### config.mk
export PLATFORM = sky130hd
export DESIGN_NAME = axis_fifo_pkt
export DESIGN_NICKNAME = d
export VERILOG_FILES = /design/src/rtl/axis_fifo_pkt.sv
export SDC_FILE = /design/constraint.sdc
export NUM_CORES = 1
export LEC_CHECK = 0
export CAP_MARGIN = 20
export CORE_AREA = 2 2 268 270
export DETAILED_ROUTE_END_ITERATION = 16
export DIE_AREA = 0 0 270 272
export PLACE_DENSITY = 0.82
export SYNTH_ARGS = -nofsm -noshare
export SYNTH_HDL_FRONTEND = slang
export SYNTH_SLANG_ARGS = --single-unit
export TNS_END_PERCENT = 20
### constraint.sdc
create_clock -name aclk -period 5.35 [get_ports aclk]
set_input_delay 1.07 -clock aclk [delete_from_list [all_inputs] [get_ports aclk]]
set_output_delay 1.07 -clock aclk [all_outputs]
set_load 0.01 [all_outputs]
### src/rtl/axis_fifo_pkt.sv
`default_nettype none
// ============================================================================
// Module      : axis_fifo_pkt
// Description : AXI4-Stream FWFT FIFO with occupancy flags and optional
//               whole-packet release.
// Revision    : 1.0  initial release
// ============================================================================
module axis_fifo_pkt #(
   parameter int WIDTH        = 32,
   parameter int DEPTH        = 5,
   parameter int PACKET_MODE  = 0,
   parameter int AFULL_LEVEL  = 2**DEPTH - 2,
   parameter int AEMPTY_LEVEL = 1
) (
   input  logic             aclk,
   input  logic             areset,
   input  logic [WIDTH-1:0] s_axis_tdata,
   input  logic             s_axis_tlast,
   input  logic             s_axis_tvalid,
   output logic             s_axis_tready,
   output logic [WIDTH-1:0] m_axis_tdata,
   output logic             m_axis_tlast,
   output logic             m_axis_tvalid,
   input  logic             m_axis_tready,
   output logic [DEPTH:0]   count,
   output logic             almost_full,
   output logic             almost_empty
);

   localparam int             C_NENT   = 2**DEPTH;
   localparam logic [DEPTH:0] C_FULL   = {1'b1, {DEPTH{1'b0}}};
   localparam logic [DEPTH:0] C_AFULL  = AFULL_LEVEL[DEPTH:0];
   localparam logic [DEPTH:0] C_AEMPTY = AEMPTY_LEVEL[DEPTH:0];

   logic [WIDTH:0]   r_mem [C_NENT];
   logic [DEPTH-1:0] r_wr_ptr;
   logic [DEPTH-1:0] r_rd_ptr;
   logic [DEPTH:0]   r_count;
   logic             w_push;
   logic             w_pop;
   logic             w_release;

   // Input side never looks at the consumer, so a full FIFO refuses even on a pop cycle.
   assign s_axis_tready = ~areset & (r_count != C_FULL);
   assign w_push        = s_axis_tvalid & s_axis_tready;
   assign m_axis_tvalid = (r_count != '0) & w_release;
   assign w_pop         = m_axis_tvalid & m_axis_tready;

   assign {m_axis_tlast, m_axis_tdata} = r_mem[r_rd_ptr];

   assign count        = r_count;
   assign almost_full  = (r_count >= C_AFULL);
   assign almost_empty = (r_count <= C_AEMPTY);

   always_ff @(posedge aclk) begin
      if (w_push) begin
         r_mem[r_wr_ptr] <= {s_axis_tlast, s_axis_tdata};
      end
   end

   always_ff @(posedge aclk) begin
      if (areset) begin
         r_wr_ptr <= '0;
         r_rd_ptr <= '0;
         r_count  <= '0;
      end else begin
         if (w_push) begin
            r_wr_ptr <= r_wr_ptr + DEPTH'(1);
         end
         if (w_pop) begin
            r_rd_ptr <= r_rd_ptr + DEPTH'(1);
         end
         if (w_push & ~w_pop) begin
            r_count <= r_count + (DEPTH+1)'(1);
         end else if (~w_push & w_pop) begin
            r_count <= r_count - (DEPTH+1)'(1);
         end
      end
   end

   generate
      if (PACKET_MODE != 0) begin : g_pkt
         logic [DEPTH:0] r_pkts;
         logic           w_in_last;
         logic           w_out_last;

         assign w_in_last  = w_push & s_axis_tlast;
         assign w_out_last = w_pop & m_axis_tlast;

         always_ff @(posedge aclk) begin
            if (areset) begin
               r_pkts <= '0;
            end else if (w_in_last & ~w_out_last) begin
               r_pkts <= r_pkts + (DEPTH+1)'(1);
            end else if (~w_in_last & w_out_last) begin
               r_pkts <= r_pkts - (DEPTH+1)'(1);
            end
         end

         // A full FIFO with no complete packet must stream anyway, or an oversize packet deadlocks.
         assign w_release = (r_pkts != '0) | (r_count == C_FULL);
      end else begin : g_nopkt
         assign w_release = 1'b1;
      end
   endgenerate

endmodule
`default_nettype wire

==> impl_metrics.tcl <==
set metrics [dict create \
    cts.sinks 1077 \
    yosysWarnings 0 \
    drv_slew 0 \
    grtUsageTotal 0.2766 \
    crit_arrival_ns 3.94 \
    grt_pass1_vias 23330 \
    crit_slowest_cell "and2_4" \
    setup_viol 0 \
    power_density_nw_per_um2 415.3 \
    setup_slack_ns 0.3371 \
    portBuffers 79 \
    cp_cell_sequence "and2_4 > buf_4 > a21oi_1 > a31oi_1 > nand3_1 > clkdlybuf4s50_1" \
    vias 23510 \
    hpwl_um 57530 \
    cp-end-kind "output pin" \
    path_buf_inv 2 \
    path_depth 6 \
    synth_top_area_frac 0.7548 \
    clk_latency_ns 0.66 \
    synthArstFlopShare 0 \
    hold_depth 2 \
    reg2regPathDepth 7 \
    dp_slack_ns 0.8917 \
    ant_nets 0 \
    synthTopCellsByArea "edfxtp_1, mux2i_1, a22oi_1, a22o_1, a21oi_1" \
    hold_viol 0 \
    drt_iter0_markers 3222 \
    start_kind "flip-flop" \
    route.detailed.drc 0 \
    ios 80 \
    finClkSkew_ns 0.02725 \
    power_frac_seq 0.473 \
    rsz0062_at_grt "false" \
    status "finished, final reports clean" \
    initial_core_util 0.5938 \
    path_delay_family "simple AND/OR/NAND/NOR gates" \
    synth_top_area_cell "edfxtp_1" \
    antenna_found_initial 1 \
    tightest_slew_ns 1.095 \
    row_count 98 \
    ys.flop_type "edfxtp_1" \
    avgSynthCellArea_um2 17.43 \
    cts_resized 0 \
    p_sw_frac 0.2599 \
    clk_root_buffer_cell "clkbuf_16" \
    synth_edf_count 1056 \
    maxCapViolations 0 \
    period_minus_slack_ns 5.013 \
    core_area_um2 70750 \
    antenna_cells 0 \
    fin_setup_tns_ns 0 \
    period_share 0.9370 \
    p_int_mw 14.79 \
    cp_max_fo 58 \
    slew_headroom 0.2683 \
    numCtsBuffers 99 \
    whs_ns 0.5315 \
    syn2layout_area_growth_pct 14.58 \
    power_mw 19.99 \
    clk_path_buf_depth 3 \
    crit_required_ns 4.28 \
    gp_congestion 0.8125 \
    grt_first_pass_wirelength_um 150300 \
    syn_inst 2410 \
    path_class "flip-flop to output pin" \
    clock_power_share 0.345 \
    max_freq_ghz 0.1995 \
    seq_area_frac_synth 0.7649 \
    dieHeight_um 272 \
    avgRoutedWirePerCell_um 28.98 \
    drive_gt1_frac 0.1066 \
    grt_overflow 0 \
    synth_nets 2458 \
    final_core_util 0.6803 \
    ys_ff_latch 1077 \
    max_stage_delay_ns 0.81 \
    p_leak_nw 14.67 \
    grt_max_degree 133 \
    p_comb_frac 0.181 \
    viasPerCell 6.573 \
    finalWirelength_um 103700 \
    peakVddDrop_mv 0.3922 \
    ys_types 39 \
    die_area_um2 73440 \
    synth_area_um2 42010 \
    cts_max_level 3 \
    hold_class "flip-flop to flip-flop" \
    fin_nets 2600 \
    path_clk_slew_ns 0.06 \
    cts_hold_buf 0 \
    p_sw_mw 5.194 \
    die_w_um 270 \
    cts_tree "built" \
    dr.pass1.iters 5 \
    cts_setup_buffers 0 \
]
==> final timing paths <==
| path | slack [ns] | startpoint | to |
|---|---|---|---|
| max reg2reg | 1.66 | count[0] | r_mem[20][2] |
| max | 0.34 | flip-flop | m_axis_tdata[13] |
| min reg2reg | 0.53 | r_rd_ptr[1] | flip-flop |
| min | 0.53 | r_rd_ptr[1] | flip-flop |
==> sequential cells by signal, summed over array words and instances, names as in the netlist, named ones only <==
register  count
count         6
r_wr_ptr      5
r_rd_ptr      5
r_mem      1056
==> worst reg2reg max path: cells and delay by family, from the launching register on <==
kind	cells	cell delay (ns)
buffers and inverters	2	0.56
flip-flops	1	0.48
adder cells (fa/ha/maj)	1	0.29
AO/OA/AOI/OAI	1	0.33
AND/OR/NAND/NOR	3	1.69
==> cells by family (layout without fill, tap and decap cells) <==
logic type,Yosys count,in the layout,synth area share
compound gates,313,313,0.05060
xor+xnor,11,11,0.002293
fa+ha+maj,11,11,0.003276
flops,1077,1077,0.7649
mux,529,529,0.1260
buf+inv,147,364,0.01808
simple gates,322,322,0.03485
==> layout by cell type (no fill, tap or decap), types with 3 or more instances in the layout <==
| master | n |
|---|---|
| clkdlybuf4s50_1 | 79 |
| a31oi_1 | 34 |
| nand4_1 | 5 |
| a21oi_1 | 105 |
| clkbuf_1 | 21 |
| buf_16 | 13 |
| or3_1 | 5 |
| xor2_1 | 5 |
| ha_1 | 11 |
| clkbuf_16 | 102 |
| nor3_1 | 35 |
| clkinv_1 | 26 |
| edfxtp_1 | 1056 |
| bufinv_16 | 11 |
| mux2i_1 | 529 |
| inv_1 | 5 |
| buf_8 | 11 |
| buf_4 | 52 |
| nand3_1 | 102 |
| buf_12 | 25 |
| a22oi_1 | 99 |
| dfxtp_1 | 20 |
| nor2_4 | 33 |
| a22o_1 | 66 |
| o21ai_0 | 3 |
| nand2_1 | 110 |
| clkinv_2 | 11 |
| nor2_1 | 14 |
| xnor2_1 | 6 |
==> routing by layer <==
metal | vias to the layer above | global-route usage | wire length (µm)
met5 | - | 0 | 10
met4 | 2 | 0.1164 | 4007
met3 | 215 | 0.05210 | 10630
met2 | 1591 | 0.4437 | 50250
met1 | 11910 | 0.3771 | 38780
li1 | 9794 | - | -
==> cells in the mapped netlist, drive strengths merged (6+ instances only) <==
library cell  count
edfxtp         1056
mux2i           529
nand2           111
a21oi           106
nand3           102
a22oi            99
buf              96
a22o             66
nor2             47
clkbuf           46
nor3             35
a31oi            34
dfxtp            21
ha               11
xnor2             6
==> cell type report <==
| cell class | count | area [µm²] |
|---|---|---|
| fillers | 4209 | 22620 |
| multi-input cells | 1186 | 9392 |
| inverters | 5 | 18.77 |
| repair buffers | 183 | 2266 |
| flip-flops and latches | 1077 | 32130 |
| clock buffers | 121 | 2581 |
| well taps | 950 | 1189 |
| clock inverters | 55 | 551.8 |
==> metrics by stage <==
step | instance area, µm² | cells
floorplan | 42010 | 2410
finish | 48130 | 3577
detailed placement | 44500 | 3379
global placement | 44360 | 3371
CTS | 47630 | 3555
global route | 48130 | 3577
==> power by group through the flow <==
stage / clock, mW / sequential (mW) / combinational, mW
6_report: 6.90 / 9.46 / 3.62
5_1_grt: 7.23 / 9.47 / 3.81
4_1_cts: 6.92 / 9.47 / 3.54
3_5_place_dp: 0 / 9.65 / 3.50
3_3_place_gp: 0 / 9.64 / 3.40
2_1_floorplan: 0 / 9.58 / 2.22
No activity file was read; power rests on OpenSTA's default activity.
